--- config.mk ---
export PLATFORM = sky130hd
export DESIGN_NAME = temp_mode_ctrl
export DESIGN_NICKNAME = d
export VERILOG_FILES = /design/src/rtl/temp_mode_ctrl.sv
export SDC_FILE = /design/constraint.sdc
export NUM_CORES = 1
export LEC_CHECK = 0
export BUFFER_PORTS_ARGS = -buffer_cell sky130_fd_sc_hd__buf_4
export CORE_MARGIN = 1
export CORE_UTILIZATION = 35
export CTS_CLUSTER_DIAMETER = 150
export DETAILED_ROUTE_END_ITERATION = 7
export PLACE_DENSITY_LB_ADDON = 0.08
export RECOVER_POWER = 50
export REMOVE_ABC_BUFFERS = 1
export SYNTH_ARGS = -nofsm -noshare
export SYNTH_HDL_FRONTEND = slang
export SYNTH_SLANG_ARGS = --single-unit
--- constraint.sdc ---
create_clock -name clk -period 3.3 [get_ports clk]
set_input_delay 0.165 -clock clk [delete_from_list [all_inputs] [get_ports clk]]
set_output_delay 0.165 -clock clk [all_outputs]
set_load 0.03 [all_outputs]
--- src/rtl/temp_mode_ctrl.sv ---
// Four-mode temperature selector: debounced mode button, one-hot mode LEDs, and a
// heater/cooler sequencer with hysteresis, minimum off-dwell and a stale-sensor watchdog.
module temp_mode_ctrl #(
   parameter int          DEBOUNCE_CYC = 16,
   parameter int          MIN_DWELL    = 256,
   parameter logic [7:0]  HYST         = 8'd2,
   parameter int          WDOG         = 1024,
   parameter logic [7:0]  SP_HOT       = 8'd60,
   parameter logic [7:0]  SP_WARM      = 8'd40,
   parameter logic [7:0]  SP_COLD      = 8'd10
) (
   input  logic       clk,
   input  logic       rst,
   input  logic       btn,
   input  logic [7:0] temp,
   input  logic       temp_valid,
   output logic [1:0] mode,
   output logic [3:0] led,
   output logic       heat_en,
   output logic       cool_en,
   output logic       stale
);

   localparam int DB_W = $clog2(DEBOUNCE_CYC + 1);
   localparam int DW_W = $clog2(MIN_DWELL + 1);
   localparam int WD_W = $clog2(WDOG + 1);
   localparam logic [DB_W-1:0] DB_LAST = DB_W'(DEBOUNCE_CYC - 1);
   localparam logic [DW_W-1:0] DW_LAST = DW_W'(MIN_DWELL - 1);
   localparam logic [WD_W-1:0] WD_MAX  = WD_W'(WDOG);

   typedef enum logic [1:0] {IDLE, HEAT, COOL, DWELL} state_t;

   // ---------------- button path ----------------
   logic            sync1_reg, sync2_reg;
   logic            vld1_reg, vld2_reg;
   logic            block_reg;
   logic            deb_reg, deb_d_reg;
   logic            press_reg;
   logic [DB_W-1:0] db_cnt_reg;

   // block_reg suppresses the press of a button already held when reset is released;
   // it clears only once the synchronizer has seen a genuine low level after reset.
   always_ff @(posedge clk) begin
      if (!rst) begin
         sync1_reg  <= 1'b0;
         sync2_reg  <= 1'b0;
         vld1_reg   <= 1'b0;
         vld2_reg   <= 1'b0;
         block_reg  <= 1'b1;
         deb_reg    <= 1'b0;
         deb_d_reg  <= 1'b0;
         press_reg  <= 1'b0;
         db_cnt_reg <= '0;
      end else begin
         sync1_reg <= btn;
         sync2_reg <= sync1_reg;
         vld1_reg  <= 1'b1;
         vld2_reg  <= vld1_reg;
         if (vld2_reg && !sync2_reg)
            block_reg <= 1'b0;
         if (sync2_reg != deb_reg) begin
            if (db_cnt_reg == DB_LAST) begin
               deb_reg    <= sync2_reg;
               db_cnt_reg <= '0;
            end else begin
               db_cnt_reg <= db_cnt_reg + DB_W'(1);
            end
         end else begin
            db_cnt_reg <= '0;
         end
         deb_d_reg <= deb_reg;
         press_reg <= deb_reg & ~deb_d_reg & ~block_reg;
      end
   end

   // ---------------- mode and setpoint ----------------
   logic [1:0] mode_reg, mode_next;
   logic [7:0] sp, lo, hi;
   logic [8:0] lo9, hi9;

   assign mode_next = press_reg ? mode_reg + 2'd1 : mode_reg;

   // Decisions use the post-press mode so a coincident press and reading agree.
   always_comb begin
      sp = 8'd0;
      case (mode_next)
         2'b01:   sp = SP_HOT;
         2'b10:   sp = SP_WARM;
         2'b11:   sp = SP_COLD;
         default: sp = 8'd0;
      endcase
      lo9 = {1'b0, sp} - {1'b0, HYST};
      hi9 = {1'b0, sp} + {1'b0, HYST};
      lo  = lo9[8] ? 8'd0 : lo9[7:0];
      hi  = hi9[8] ? 8'hFF : hi9[7:0];
   end

   // ---------------- watchdog ----------------
   logic [WD_W-1:0] wd_cnt_reg, wd_cnt_next;
   logic            stale_reg, stale_next, stale_rise;

   always_comb begin
      wd_cnt_next = wd_cnt_reg;
      if (temp_valid)
         wd_cnt_next = '0;
      else if (wd_cnt_reg != WD_MAX)
         wd_cnt_next = wd_cnt_reg + WD_W'(1);
      stale_next = (wd_cnt_next == WD_MAX);
      stale_rise = stale_next & ~stale_reg;
   end

   // ---------------- actuator FSM ----------------
   state_t          state_reg, state_next;
   logic [DW_W-1:0] dwell_cnt_reg, dwell_cnt_next;
   logic            heat_reg, cool_reg;

   always_comb begin
      state_next     = state_reg;
      dwell_cnt_next = dwell_cnt_reg;
      case (state_reg)
         IDLE: begin
            if (temp_valid && !stale_reg && mode_next != 2'b00) begin
               if (temp < lo)
                  state_next = HEAT;
               else if (temp > hi)
                  state_next = COOL;
            end
         end
         HEAT: begin
            if ((temp_valid && temp >= sp) || press_reg || stale_rise) begin
               state_next     = DWELL;
               dwell_cnt_next = '0;
            end
         end
         COOL: begin
            if ((temp_valid && temp <= sp) || press_reg || stale_rise) begin
               state_next     = DWELL;
               dwell_cnt_next = '0;
            end
         end
         DWELL: begin
            if (dwell_cnt_reg == DW_LAST) begin
               state_next     = IDLE;
               dwell_cnt_next = '0;
            end else begin
               dwell_cnt_next = dwell_cnt_reg + DW_W'(1);
            end
         end
         default: state_next = IDLE;
      endcase
   end

   always_ff @(posedge clk) begin
      if (!rst) begin
         mode_reg      <= 2'b00;
         state_reg     <= IDLE;
         dwell_cnt_reg <= '0;
         wd_cnt_reg    <= '0;
         stale_reg     <= 1'b0;
         heat_reg      <= 1'b0;
         cool_reg      <= 1'b0;
      end else begin
         mode_reg      <= mode_next;
         state_reg     <= state_next;
         dwell_cnt_reg <= dwell_cnt_next;
         wd_cnt_reg    <= wd_cnt_next;
         stale_reg     <= stale_next;
         heat_reg      <= (state_next == HEAT);
         cool_reg      <= (state_next == COOL);
      end
   end

   // led[0..2] = hot/warm/cold (modes 1..3), led[3] = ambient (mode 0 wraps in 2 bits)
   for (genvar gi = 0; gi < 4; gi++) begin : g_led
      assign led[gi] = (mode_reg == 2'(gi + 1));
   end

   assign mode    = mode_reg;
   assign heat_en = heat_reg;
   assign cool_en = cool_reg;
   assign stale   = stale_reg;

endmodule

==> Yosys cells after proc, flatten, opt, wreduce, memory -nomap -nowiden <==
Cells that the tools add are included.
{ "op_classes": {"n_addsub": 6, "magnitude_cmp": 4, "eq_ne": 18, "mux": 18, "bitwise": 8, "n_reduce_logical": 18} }
{ "op_table": {"columns": ["operator", "count"], "rows": [
  ["$mux 9", 3],
  ["$pmux 9 s3", 1],
  ["$mux 11", 2],
  ["$pmux 6 s3", 1],
  ["$mux 8", 2],
  ["$eq 2x2->1 const B", 7],
  ["$mux 2", 7],
  ["$add 11x1->11 const B", 1],
  ["$eq 11x11->1 const B", 1],
  ["$ne 11x11->1 const B", 1],
  ["$add 8x2->9 const B", 1],
  ["$add 9x1->9 const B", 1],
  ["$eq 9x8->1 const B", 1],
  ["$sub 8x2->9 const B", 1],
  ["$eq 2x1->1 const B", 4],
  ["$ge 8x8->1", 1],
  ["$gt 8x8->1", 1],
  ["$le 8x8->1", 1],
  ["$lt 8x8->1", 1],
  ["$pmux 2 s4", 1],
  ["$add 5x1->5 const B", 1],
  ["$eq 5x4->1 const B", 1],
  ["$logic_and 1x1->1", 5],
  ["$not 1->1", 5],
  ["other kinds (13)", 21]
]} }
{ "word_totals": {"ff_bits": 40, "elab_cells": 88} }

==> Depth between registers and ports, before layout <==
Gate-level depths: netlist of the first run.
{ "logic_depth": {"ltp_word": 12, "ltp_mapped": 15, "depth_no_buf": 14} }

==> Least setup slack after synthesis of the first run <==
No wires, ideal clock.
{ "synth_timing": {"path_kind": "reg2reg", "startpoint": "register mode_reg[0], in the netlist mode[0]", "endpoint": "register dwell_cnt_reg[7]", "arrival_ns": 3.319, "required_ns": 3.221, "slack_ns": -0.098, "path_stages_with_launch": 15, "path_buffers": 1, "synth_period_minus_slack_ns": 3.398, "cell_sequence": "dfxtp_1 inv_1 ha_1 mux2i_1 inv_1 ha_1 inv_1 ha_1 a2111oi_0 nor2b_1 mux2i_1 a21oi_1 o22a_1 buf_2 o211ai_1"} }
{ "synth_via": {"elab_chain_cells": 10, "word_cells_on_any_way": 17, "classes_between": "add/sub: 1; order compare: 2; eq/ne: 5; mux: 2; reduce/logical: 7"} }
{ "synth_rtl": {"columns": ["item", "line_no", "source"], "rows": [
  ["start: declaration", "77", "logic [1:0] mode_reg, mode_next;"],
  ["start signal: assignment", "163", "mode_reg <= mode_next;"],
  ["$add 2x1->2 *", "81", "assign mode_next = press_reg ? mode_reg + 2'd1 : mode_reg;"],
  ["$mux 2 *", "81", null],
  ["named net mode_next[1]", "77", null],
  ["$eq 2x2->1 / $eq 2x1->1 (equally long branches)", "86", "case (mode_next)"],
  ["$pmux 6 s3 *", "86", null],
  ["$le 8x8->1 / $ge 8x8->1 (equally long branches)", "136, 130", null],
  ["$logic_and 1x1->1 (on tied branches)", "136, 130", null],
  ["$logic_or 1x1->1 (on tied branches) (2 in a row)", "136, 130", null],
  ["$ne 2x2->1 (no line)", null, null],
  ["$reduce_and 3->1 (no line) *", null, null],
  ["end signal: assignment", "165", "dwell_cnt_reg <= dwell_cnt_next;"],
  ["end: declaration", "114", "logic [DW_W-1:0] dwell_cnt_reg, dwell_cnt_next;"]
]} }
Mark *: on every way through the listed nets, which the timed path passes. The rest lies on a longest branch.
A chain may end at the register's enable or synchronous reset.

==> Worst setup path after layout of the first run <==
{ "layout_timing": {"startpoint": "register mode_reg[0], in the netlist mode[0]", "endpoint": "register cool_reg, in the netlist cool_en"} }
{ "layout_via": {"elab_chain_cells": 12, "word_cells_on_any_way": 29, "classes_between": "add/sub: 3; order compare: 4; eq/ne: 4; mux: 10; reduce/logical: 8"} }
{ "layout_rtl": {"columns": ["item", "line_no", "source"], "rows": [
  ["$add 2x1->2", "81", null],
  ["$mux 2 *", "81", null],
  ["$eq 2x2->1 / $eq 2x1->1 (equally long branches)", "86", null],
  ["$pmux 6 s3", "86", null],
  ["$add 8x2->9", "93", "hi9 = {1'b0, sp} + {1'b0, HYST};"],
  ["$mux 8", "95", "hi = hi9[8] ? 8'hFF : hi9[7:0];"],
  ["$gt 8x8->1", "125", "else if (temp > hi)"],
  ["$mux 2", "125", null],
  ["$mux 2", "123", "if (temp < lo)"],
  ["$mux 2", "122", "if (temp_valid && !stale_reg && mode_next != 2'b00) begin"],
  ["$pmux 2 s4 *", "120", "case (state_reg)"],
  ["$eq 2x2->1 *", "169", "cool_reg <= (state_next == COOL);"],
  ["end signal: assignment", "169", null],
  ["end: declaration", "115", "logic heat_reg, cool_reg;"]
]} }
Every way passes the cells marked *; elsewhere a longest branch is shown, timed or not.

==> results.py, run 1 <==
metrics = {
    "min_path": {
        "hold_path_class": "input pin to register",
        "worstHoldStart": "btn",
        "min_to": "sync1_reg",
        "holdPathStages": 2,
    },
    "clocking": {
        "clk_path_buf_depth": 2,
        "cts_hold_buf": 0,
        "cts.sinks": 40,
        "cts_tree": "done",
        "cts.clk_slew.worst_paths_ns": 0.08,
        "cts_root_buf": "clkbuf_8",
        "cts_max_level": 2,
        "numCtsBuffers": 5,
        "clk_latency_ns": 0.29,
    },
    "detailed_routing": {
        "avgRoutedWirePerCell_um": 13.0,
        "drt_iter0_drc": 48,
        "viasPerCell": 5.04,
        "drc": 2,
        "dr.pass1.iters": 6,
        "num_vias": 1861,
        "drt_wl_total_mm": 4.79,
        "detail-route-antenna-nets": 0,
    },
    "sta": {
        "rsz0062_at_grt": "no",
        "report.final.slew_viol_count": 0,
        "finClkSkew_ns": 0.00818,
        "finalSetupViolCount": 0,
        "slew_headroom": 0.470,
        "min_period_ns": 3.05,
        "fin_crit_sh": 0.924,
        "max_freq_mhz": 328,
        "hold_violations": 0,
        "fin_setup_tns_ns": 0,
        "worst_slew_pin_slew_ns": 0.795,
    },
    "worst_setup_path": {
        "slowest_delay_ns": 0.40,
        "reg2reg_to": "cool_en",
        "cp-end-kind": "register",
        "worstPathArrival_ns": 3.25,
        "worst_path_most_repeated_cell": "ha_1",
        "cp_top_family": "adder cells",
        "worst_path_max_delay_cell": "nor4bb_1",
        "crit_path_start_kind": "register",
        "r2r_cells": 12,
        "cp.required_ns": 3.50,
        "worst-path-max-fanout": 3,
        "worstSetupPathType": "register to register",
        "r2r_slack_ns": 0.25,
        "rr_startpoint": "mode[0]",
        "cp.buffers_inverters": 3,
        "crit_chain": "inv_1 -> ha_1 -> mux2i_1 -> buf_4 -> ha_1 -> inv_1 -> ha_1 -> nor4bb_1 -> nand4_1 -> a21boi_1 -> o211ai_2 -> a2111oi_4",
    },
    "run_status": {
        "status": "finished, violations left",
        "violations": "design-rule violations",
    },
    "logic_synthesis": {
        "yosys-top-cells-area": "dfxtp_1 34%, ha_1 13%, nor2_1 4.9%",
        "synth_top_area_share": 0.337,
        "synth_cells": 270,
        "synth-seq-cells": 40,
        "synth_edf_count": 0,
        "synth_area_um2": 2380,
        "yosys_most_used_dff": "dfxtp_1",
        "yosys_warnings": 0,
        "synth_top_area_cell": "dfxtp_1",
        "synth_seq_area_share": 0.337,
        "async_flop_share": 0,
        "ys_types": 56,
        "postSynthAreaPerCell_um2": 8.81,
    },
    "final_layout": {
        "layout_commonest_cell": "dfxtp_1",
        "largest_reg_flops": 11,
        "final_cell_mix": "40 x dfxtp_1, 32 x nor2_1, 24 x ha_1",
        "areaGrowthSynthToFinish_pct": 13.0,
        "drive_gt1_frac": 0.123,
        "antennaDiodeCount": 0,
        "post-route-util": 0.416,
        "layoutNonFillerInstCount": 369,
        "nNetsFinal": 327,
    },
    "power_and_ir_drop": {
        "pwr-share-comb": 0.063,
        "peakVddDrop_v": 0.000165,
        "switching_power_w": 0.000207,
        "power.share.clock": 0.418,
        "pwr-share-seq": 0.519,
        "cellInternalPower_w": 0.000739,
        "p_per_area_nw_per_um2": 352,
        "swShare": 0.218,
        "leakagePower_nw": 0.975,
    },
    "global_route": {
        "grt_pass1_wl_mm": 8.05,
        "grt_max_degree": 20,
        "antenna_found_initial": 0,
        "grtUsageTotal": 0.139,
        "first_global_vias": 1786,
        "grt.overflow.total": 0,
    },
    "placement": {
        "place_congestion": 0.798,
        "dp.cells": 361,
        "post-dp-hpwl_mm": 3.49,
        "io_buffer_count": 20,
    },
    "floorplanning": {
        "dieArea_um2": 7130,
        "start_util": 0.368,
        "core-area_um2": 6460,
        "die_h_um": 84.4,
        "rows": 29,
        "ios": 21,
        "die_w_um": 84.4,
    },
    "run": {
        "drv_cap": 0,
    },
}
## cell usage after synthesis, types with 2 or more instances
cell	number
nor2b_1	2
o21ai_1	2
nand4_1	6
a2111oi_0	2
nor3_1	2
a31oi_1	3
nand2_1	15
ha_1	24
clkbuf_1	5
a21oi_1	12
o21a_1	3
o22ai_1	4
and3_1	4
xor2_1	7
or3_1	3
o2111a_1	2
buf_2	5
o211ai_1	2
dfxtp_1	40
o21ai_0	6
nor2_1	31
xnor2_1	11
and2_1	6
mux2i_1	4
inv_1	23
nor3_2	2
nand3_1	15
## logic make-up (layout without fill, tap and decap cells)
group / Yosys count / count (layout) / share of synthesized area
buffers and inverters: 34 / 56 / 0.0594
multiplexers: 5 / 5 / 0.0216
AO/OA/AOI/OAI: 50 / 50 / 0.162
adder cells (fa/ha/maj): 24 / 24 / 0.126
XOR/XNOR: 18 / 18 / 0.0663
AND/OR/NAND/NOR: 99 / 99 / 0.228
flip-flops: 40 / 40 / 0.337
## timing repair
action	in CTS	in global routing
setup buffers	0	0
setup endpoints to repair	0	10
gates resized for setup	0	7
## per-stage QoR
stage          total power, W  area (um^2)  hold slack (ns)  setup slack, ns
4_1_cts              0.000955         2720           0.0755           0.0180
3_5_place_dp         0.000558         2610            0.377           0.0614
2_1_floorplan        0.000532         2320            0.193          -0.0724
5_1_grt              0.000990         2690            0.109           0.0189
6_report             0.000945         2690           0.0921            0.251
3_3_place_gp         0.000558         2610            0.375            0.110
## worst max-delay path by stage
stage / startpoint / endpoint / depth (start not counted)
after floorplan: mode[0] / dwell_cnt_reg[7] / 13
after global placement: mode[0] / dwell_cnt_reg[7] / 13
after detailed placement: mode[0] / dwell_cnt_reg[7] / 13
after CTS: mode[0] / dwell_cnt_reg[7] / 13
after global routing: mode[0] / dwell_cnt_reg[7] / 13
final: mode[0] / cool_en / 12
## metal layers
| metal | wire (um) | share of wire | vias up | global-route usage |
|---|---|---|---|---|
| met2 | 2230 | 0.47 | 19 | 0.230 |
| met1 | 2370 | 0.49 | 858 | 0.178 |
| met3 | 134 | 0.028 | 5 | 0.0354 |
| li1 | - | - | 979 | - |
| met4 | 54 | 0.011 | 0 | 0.0462 |
| met5 | 0 | 0 | - | 0 |
## layout make-up
cell class	count	area (um^2)
tap	77	96.3
sequential	40	801
clock buffer	6	72.6
clock inverter	2	35.0
inverter	23	86.3
timing repair buffer	25	150
multi-input combinational	196	1450
fill	670	3770
## power groups by stage
| stage | Clock [W] | Combinational [W] | Sequential (W) |
|---|---|---|---|
| after floorplan | 0 | 0.0000304 | 0.000501 |
| after global placement | 0 | 0.0000558 | 0.000502 |
| after detailed placement | 0 | 0.0000561 | 0.000502 |
| after CTS | 0.000408 | 0.0000565 | 0.000491 |
| after global routing | 0.000431 | 0.0000672 | 0.000491 |
| final | 0.000395 | 0.0000596 | 0.000491 |
Note: power is estimated with default switching activity, not from simulation.
==> run 2, diff against run 1 <==
--- a/config.mk
+++ b/config.mk
@@ -12,7 +12,6 @@
 export DETAILED_ROUTE_END_ITERATION = 7
 export PLACE_DENSITY_LB_ADDON = 0.08
 export RECOVER_POWER = 50
-export REMOVE_ABC_BUFFERS = 1
 export SYNTH_ARGS = -nofsm -noshare
 export SYNTH_HDL_FRONTEND = slang
 export SYNTH_SLANG_ARGS = --single-unit
==> results.py, run 2 (same netlist as run 1, synthesis figures left out) <==
metrics = {
    "run_status": {
        "status": "finished, violations left",
        "violations": "design-rule violations",
    },
    "worst_setup_path": {
        "crit_path_start_kind": "register",
        "worstPathArrival_ns": 3.30,
        "cp-end-kind": "register",
        "worstSetupPathType": "register to register",
        "worst-path-max-fanout": 3,
        "r2r_cells": 12,
        "rr_startpoint": "mode[0]",
        "r2r_slack_ns": 0.19,
        "cp.required_ns": 3.49,
        "reg2reg_to": "cool_en",
    },
    "detailed_routing": {
        "drt_iter0_drc": 85,
        "viasPerCell": 5.07,
        "detail-route-antenna-nets": 0,
        "dr.pass1.iters": 8,
        "num_vias": 1864,
        "avgRoutedWirePerCell_um": 13.1,
        "drc": 4,
        "drt_wl_total_mm": 4.83,
    },
    "placement": {
        "io_buffer_count": 20,
        "post-dp-hpwl_mm": 3.67,
        "dp.cells": 360,
        "place_ws_ns": -0.0593,
        "place_congestion": 0.786,
    },
    "sta": {
        "fin_ws_ns": 0.189,
        "holdWs_ns": 0.0680,
        "finClkSkew_ns": 0.0137,
        "hold_violations": 0,
        "worst_slew_pin_slew_ns": 0.818,
        "slew_headroom": 0.455,
        "min_period_ns": 3.11,
        "report.final.slew_viol_count": 0,
        "fin_crit_sh": 0.943,
        "max_freq_mhz": 321,
        "finalSetupViolCount": 0,
    },
    "global_route": {
        "grt.overflow.total": 0,
        "antenna_found_initial": 0,
        "first_global_vias": 1841,
        "grt_max_degree": 20,
        "grtUsageTotal": 0.149,
        "grt_pass1_wl_mm": 8.54,
    },
    "min_path": {
        "worstHoldStart": "btn",
        "hold_path_class": "input pin to register",
        "min_to": "sync1_reg",
        "holdPathStages": 2,
    },
    "floorplanning": {
        "dieArea_um2": 7130,
        "die_h_um": 84.4,
        "core-area_um2": 6460,
        "ios": 21,
        "die_w_um": 84.4,
        "rows": 29,
        "start_util": 0.368,
    },
    "power_and_ir_drop": {
        "peakVddDrop_v": 0.000175,
        "switching_power_w": 0.000222,
        "p_per_area_nw_per_um2": 357,
        "power.share.clock": 0.430,
        "pwr-share-comb": 0.061,
        "leakagePower_nw": 0.972,
        "pwr-share-seq": 0.509,
        "cellInternalPower_w": 0.000742,
        "swShare": 0.230,
    },
    "final_layout": {
        "drive_gt1_frac": 0.137,
        "antennaDiodeCount": 0,
        "largest_reg_flops": 11,
        "num-fill-cells": 682,
        "final_cell_mix": "38 x dfxtp_1, 32 x nor2_1, 24 x ha_1",
        "areaGrowthSynthToFinish_pct": 13.5,
        "layout_commonest_cell": "dfxtp_1",
        "layoutNonFillerInstCount": 368,
        "nNetsFinal": 326,
        "post-route-util": 0.418,
    },
    "clocking": {
        "cts_tree": "done",
        "clk_latency_ns": 0.30,
        "cts_root_buf": "clkbuf_8",
        "cts_hold_buf": 0,
        "clk_path_buf_depth": 2,
        "cts.clk_slew.worst_paths_ns": 0.09,
        "cts_max_level": 2,
        "cts.sinks": 40,
        "numCtsBuffers": 5,
    },
    "logic_synthesis": {
        "syn-num-nets": 306,
    },
    "run": {
        "drv_cap": 0,
    },
}
## run 2: cell count changes in the layout (fill, tap and decap cells not counted), sizes merged
| cell | previous run | this run |
|---|---|---|
| clkinvlp | 0 | 1 |
| clkinv | 1 | 0 |
| clkbuf | 16 | 15 |
| buf | 15 | 14 |
| inv | 23 | 24 |
## run 2: final cells by class
type / instances / area (um^2) / area share
Clock inverter: 3 / 46.3 / 0.0171
Timing Repair Buffer: 24 / 143 / 0.0528
Sequential cell: 40 / 803 / 0.297
Inverter: 23 / 86.3 / 0.0320
Tap cell: 77 / 96.3 / 0.0357
Clock buffer: 5 / 68.8 / 0.0255
Multi-Input combinational cell: 196 / 1460 / 0.539
## run 2: per-layer routing
metal  GRT usage  up-vias  part of all wire
met1       0.180      849              0.49
li1            -      982                 -
met2       0.264       27              0.46
met4      0.0478        0             0.015
met3      0.0315        6             0.035
met5           0        -                 0
## run 2: power groups by stage
stage / Combinational (W) / Clock (W) / Sequential (W)
after floorplan: 0.0000333 / 0 / 0.000501
after global placement: 0.0000558 / 0 / 0.000502
after detailed placement: 0.0000556 / 0 / 0.000502
after CTS: 0.0000561 / 0.000429 / 0.000491
after global routing: 0.0000673 / 0.000446 / 0.000492
final: 0.0000587 / 0.000414 / 0.000491
## run 2: worst max-delay path, stage by stage, from the launching register on
cell and delay, ns:
dfxtp_2 0.33, inv_1 0.05, ha_1 0.30, mux2i_2 0.24
buf_4 0.17, ha_1 0.19, inv_1 0.09, ha_1 0.32
nor4bb_2 0.35, nand4_1 0.22, a21boi_1 0.23, o211ai_2 0.15
a2111oi_4 0.36
## run 2: stage by stage
stage | TNS [ns] | total power [W] | area (um^2)
3_3_place_gp | 0 | 0.000558 | 2600
2_1_floorplan | 0 | 0.000535 | 2380
4_1_cts | 0 | 0.000976 | 2720
3_5_place_dp | -0.240 | 0.000558 | 2600
5_1_grt | -0.0123 | 0.00101 | 2700
6_report | 0 | 0.000963 | 2700
## run 2: worst max path at each step
stage          startpoint                to  slack (ns)  depth (start not counted)
3_3_place_gp      mode[0]  dwell_cnt_reg[7]        0.06                         13
5_1_grt           mode[0]           cool_en      -0.008                         12
6_report          mode[0]           cool_en        0.19                         12
4_1_cts           mode[0]           cool_en        0.04                         12
3_5_place_dp      mode[0]  dwell_cnt_reg[7]       -0.06                         13
2_1_floorplan     mode[0]  dwell_cnt_reg[7]        0.05                         14
## run 2: timing repair
action,CTS,global route
setup buffers,0,0
gates resized for setup,2,7
setup endpoints to repair,9,11
pin swaps,0,0
==> run 3, diff against run 2 <==
--- a/config.mk
+++ b/config.mk
@@ -5,9 +5,11 @@
 export SDC_FILE = /design/constraint.sdc
 export NUM_CORES = 1
 export LEC_CHECK = 0
+export ABC_AREA = 1
 export BUFFER_PORTS_ARGS = -buffer_cell sky130_fd_sc_hd__buf_4
 export CORE_MARGIN = 1
 export CORE_UTILIZATION = 35
+export CTS_BUF_LIST = sky130_fd_sc_hd__clkbuf_4 sky130_fd_sc_hd__clkbuf_8
 export CTS_CLUSTER_DIAMETER = 150
 export DETAILED_ROUTE_END_ITERATION = 7
 export PLACE_DENSITY_LB_ADDON = 0.08
==> results.py, run 3 <==
metrics = {
    "logic_synthesis": {
        "async_flop_share": 0,
        "synth_top_area_share": 0.339,
        "yosys-top-cells-area": "dfxtp_1 34%, ha_1 13%, nand2_1 11%",
        "synth.most_common_cell": "nand2_1",
        "synth_edf_count": 0,
        "synth_cells": 331,
        "yosys_most_used_dff": "dfxtp_1",
        "synth_top_area_cell": "dfxtp_1",
        "ys_types": 30,
        "yosys_warnings": 0,
        "synth-seq-cells": 40,
        "synth_area_um2": 2360,
        "netlist_top_cells_count": "71 x nand2_1, 49 x inv_1, 42 x nor2_1, 40 x dfxtp_1",
        "syn-num-nets": 367,
        "postSynthAreaPerCell_um2": 7.14,
        "synth_seq_area_share": 0.339,
    },
    "final_layout": {
        "areaGrowthSynthToFinish_pct": 12.4,
        "drive_gt1_frac": 0.0873,
        "final_cell_mix": "72 x nand2_1, 49 x inv_1, 43 x nor2_1",
        "layoutNonFillerInstCount": 432,
        "layout_commonest_cell": "nand2_1",
        "largest_reg_flops": 11,
        "final_cell_area_um2": 2660,
        "nNetsFinal": 390,
        "antennaDiodeCount": 0,
    },
    "worst_setup_path": {
        "cp.required_ns": 3.44,
        "slowest_delay_ns": 0.41,
        "crit_chain": "inv_1 -> ha_1 -> nand2_1 -> o21ai_0 -> ha_1 -> inv_1 -> ha_1 -> a211o_1 -> inv_1 -> nand2_1 -> a21oi_1 -> nor3_1 -> nand2_1 -> nand3_2 -> nand2_1 -> a21oi_1",
        "cp-end-kind": "register",
        "crit_path_start_kind": "register",
        "worst_path_max_delay_cell": "dfxtp_1",
        "worst-path-max-fanout": 9,
        "worst_path_most_repeated_cell": "nand2_1",
        "worstSetupPathType": "register to register",
        "worstPathArrival_ns": 3.06,
    },
    "clocking": {
        "post_cts_resized": 0,
        "cts_tree": "done",
        "cts.clk_slew.worst_paths_ns": 0.09,
        "cts_root_buf": "clkbuf_8",
        "cts_hold_buf": 0,
        "clk_path_buf_depth": 2,
        "clk_latency_ns": 0.29,
        "numCtsBuffers": 5,
        "cts_max_level": 2,
        "cts.sinks": 40,
        "post_cts_buffers": 0,
    },
    "floorplanning": {
        "die_h_um": 84.2,
        "core-area_um2": 6420,
        "ios": 21,
        "start_util": 0.368,
        "rows": 29,
        "die_w_um": 84.2,
        "dieArea_um2": 7090,
    },
    "detailed_routing": {
        "viasPerCell": 4.68,
        "avgRoutedWirePerCell_um": 11.1,
        "num_vias": 2021,
        "drt_wl_total_mm": 4.79,
        "detail-route-antenna-nets": 0,
        "drc": 4,
        "dr.pass1.iters": 8,
        "drt_iter0_drc": 57,
    },
    "power_and_ir_drop": {
        "swShare": 0.235,
        "switching_power_w": 0.000226,
        "peakVddDrop_v": 0.000237,
        "cellInternalPower_w": 0.000739,
        "pwr-share-seq": 0.507,
        "p_per_area_nw_per_um2": 363,
        "power.share.clock": 0.434,
        "leakagePower_nw": 1.22,
        "pwr-share-comb": 0.059,
    },
    "placement": {
        "placed_area_um2": 2590,
        "place_congestion": 0.861,
        "dp.cells": 424,
        "io_buffer_count": 20,
        "post-dp-hpwl_mm": 3.62,
    },
    "sta": {
        "max_freq_mhz": 343,
        "finClkSkew_ns": 0.00623,
        "finalSetupViolCount": 0,
        "holdWs_ns": 0.0455,
        "min_period_ns": 2.92,
        "slew_headroom": 0.498,
        "hold_violations": 0,
        "fin_setup_tns_ns": 0,
        "fin_crit_sh": 0.884,
        "report.final.slew_viol_count": 0,
        "rsz0062_at_grt": "no",
        "worst_slew_pin_slew_ns": 0.752,
    },
    "global_route": {
        "grt_pass1_wl_mm": 8.36,
        "grtUsageTotal": 0.146,
        "grt.overflow.total": 0,
        "grt_max_degree": 24,
        "antenna_found_initial": 0,
        "first_global_vias": 1889,
    },
    "min_path": {
        "hold_path_class": "input pin to register",
    },
    "run_status": {
        "violations": "design-rule violations",
        "status": "finished, violations left",
    },
    "run": {
        "drv_cap": 0,
    },
}
run 3: per-stage QoR:
| stage | worst slack (ns) | total power [W] | utilization |
|---|---|---|---|
| floorplan | 0.505 | 0.000538 | - |
| global placement | 0.414 | 0.000561 | 0.403 |
| detailed placement | 0.385 | 0.000560 | 0.403 |
| CTS | 0.362 | 0.000986 | 0.421 |
| global route | 0.0185 | 0.00101 | 0.414 |
| finish | 0.384 | 0.000965 | 0.414 |
run 3: layout make-up:
cell class	instances	area, um^2
Clock inverter	3	46.3
Inverter	49	184
Tap cell	77	96.3
Timing Repair Buffer	20	113
Fill cell	694	3760
Sequential cell	40	801
Multi-Input combinational cell	238	1350
Clock buffer	5	68.8
run 3: routing by layer:
metal  vias up  part of all wire  track usage  routed length, um
met5         -                 0            0                  0
met4         0             0.014       0.0517                 67
met3         5             0.032       0.0295                153
met2        27              0.46        0.239               2180
met1       886              0.50        0.191               2380
li1       1103                 -            -                  -
run 3: final timing paths:
path | start | endpoint | slack, ns | depth (start not counted)
min | btn | sync1_reg | 0.05 | 3
max reg2reg | mode[0] | dwell_cnt_reg[5] | 0.38 | 16
min reg2reg | deb_d_reg | press_reg | 0.39 | 1
max | mode[0] | dwell_cnt_reg[5] | 0.38 | 16
run 3: critical path: cells and delay by family, from the launching register on:
family | cells | cell delay (ns)
AOI/OAI and AO/OA | 4 | 0.61
adders and majority gates | 3 | 0.88
buffers and inverters | 3 | 0.28
DFF | 1 | 0.41
and+or+nand+nor | 6 | 0.58
run 3: logic make-up after synthesis:
logic type	share of synthesized area
and+or+nand+nor	0.319
buffers and inverters	0.0862
AOI/OAI and AO/OA	0.103
DFF	0.339
adders and majority gates	0.127
xor gates and xnor gates	0.0259
run 3: power groups by stage:
stage | Clock, W | Sequential (W) | Combinational [W]
after global placement | 0 | 0.000501 | 0.0000598
after global routing | 0.000453 | 0.000491 | 0.0000666
final | 0.000418 | 0.000489 | 0.0000573
after CTS | 0.000437 | 0.000490 | 0.0000591
after detailed placement | 0 | 0.000501 | 0.0000588
after floorplan | 0 | 0.000501 | 0.0000378
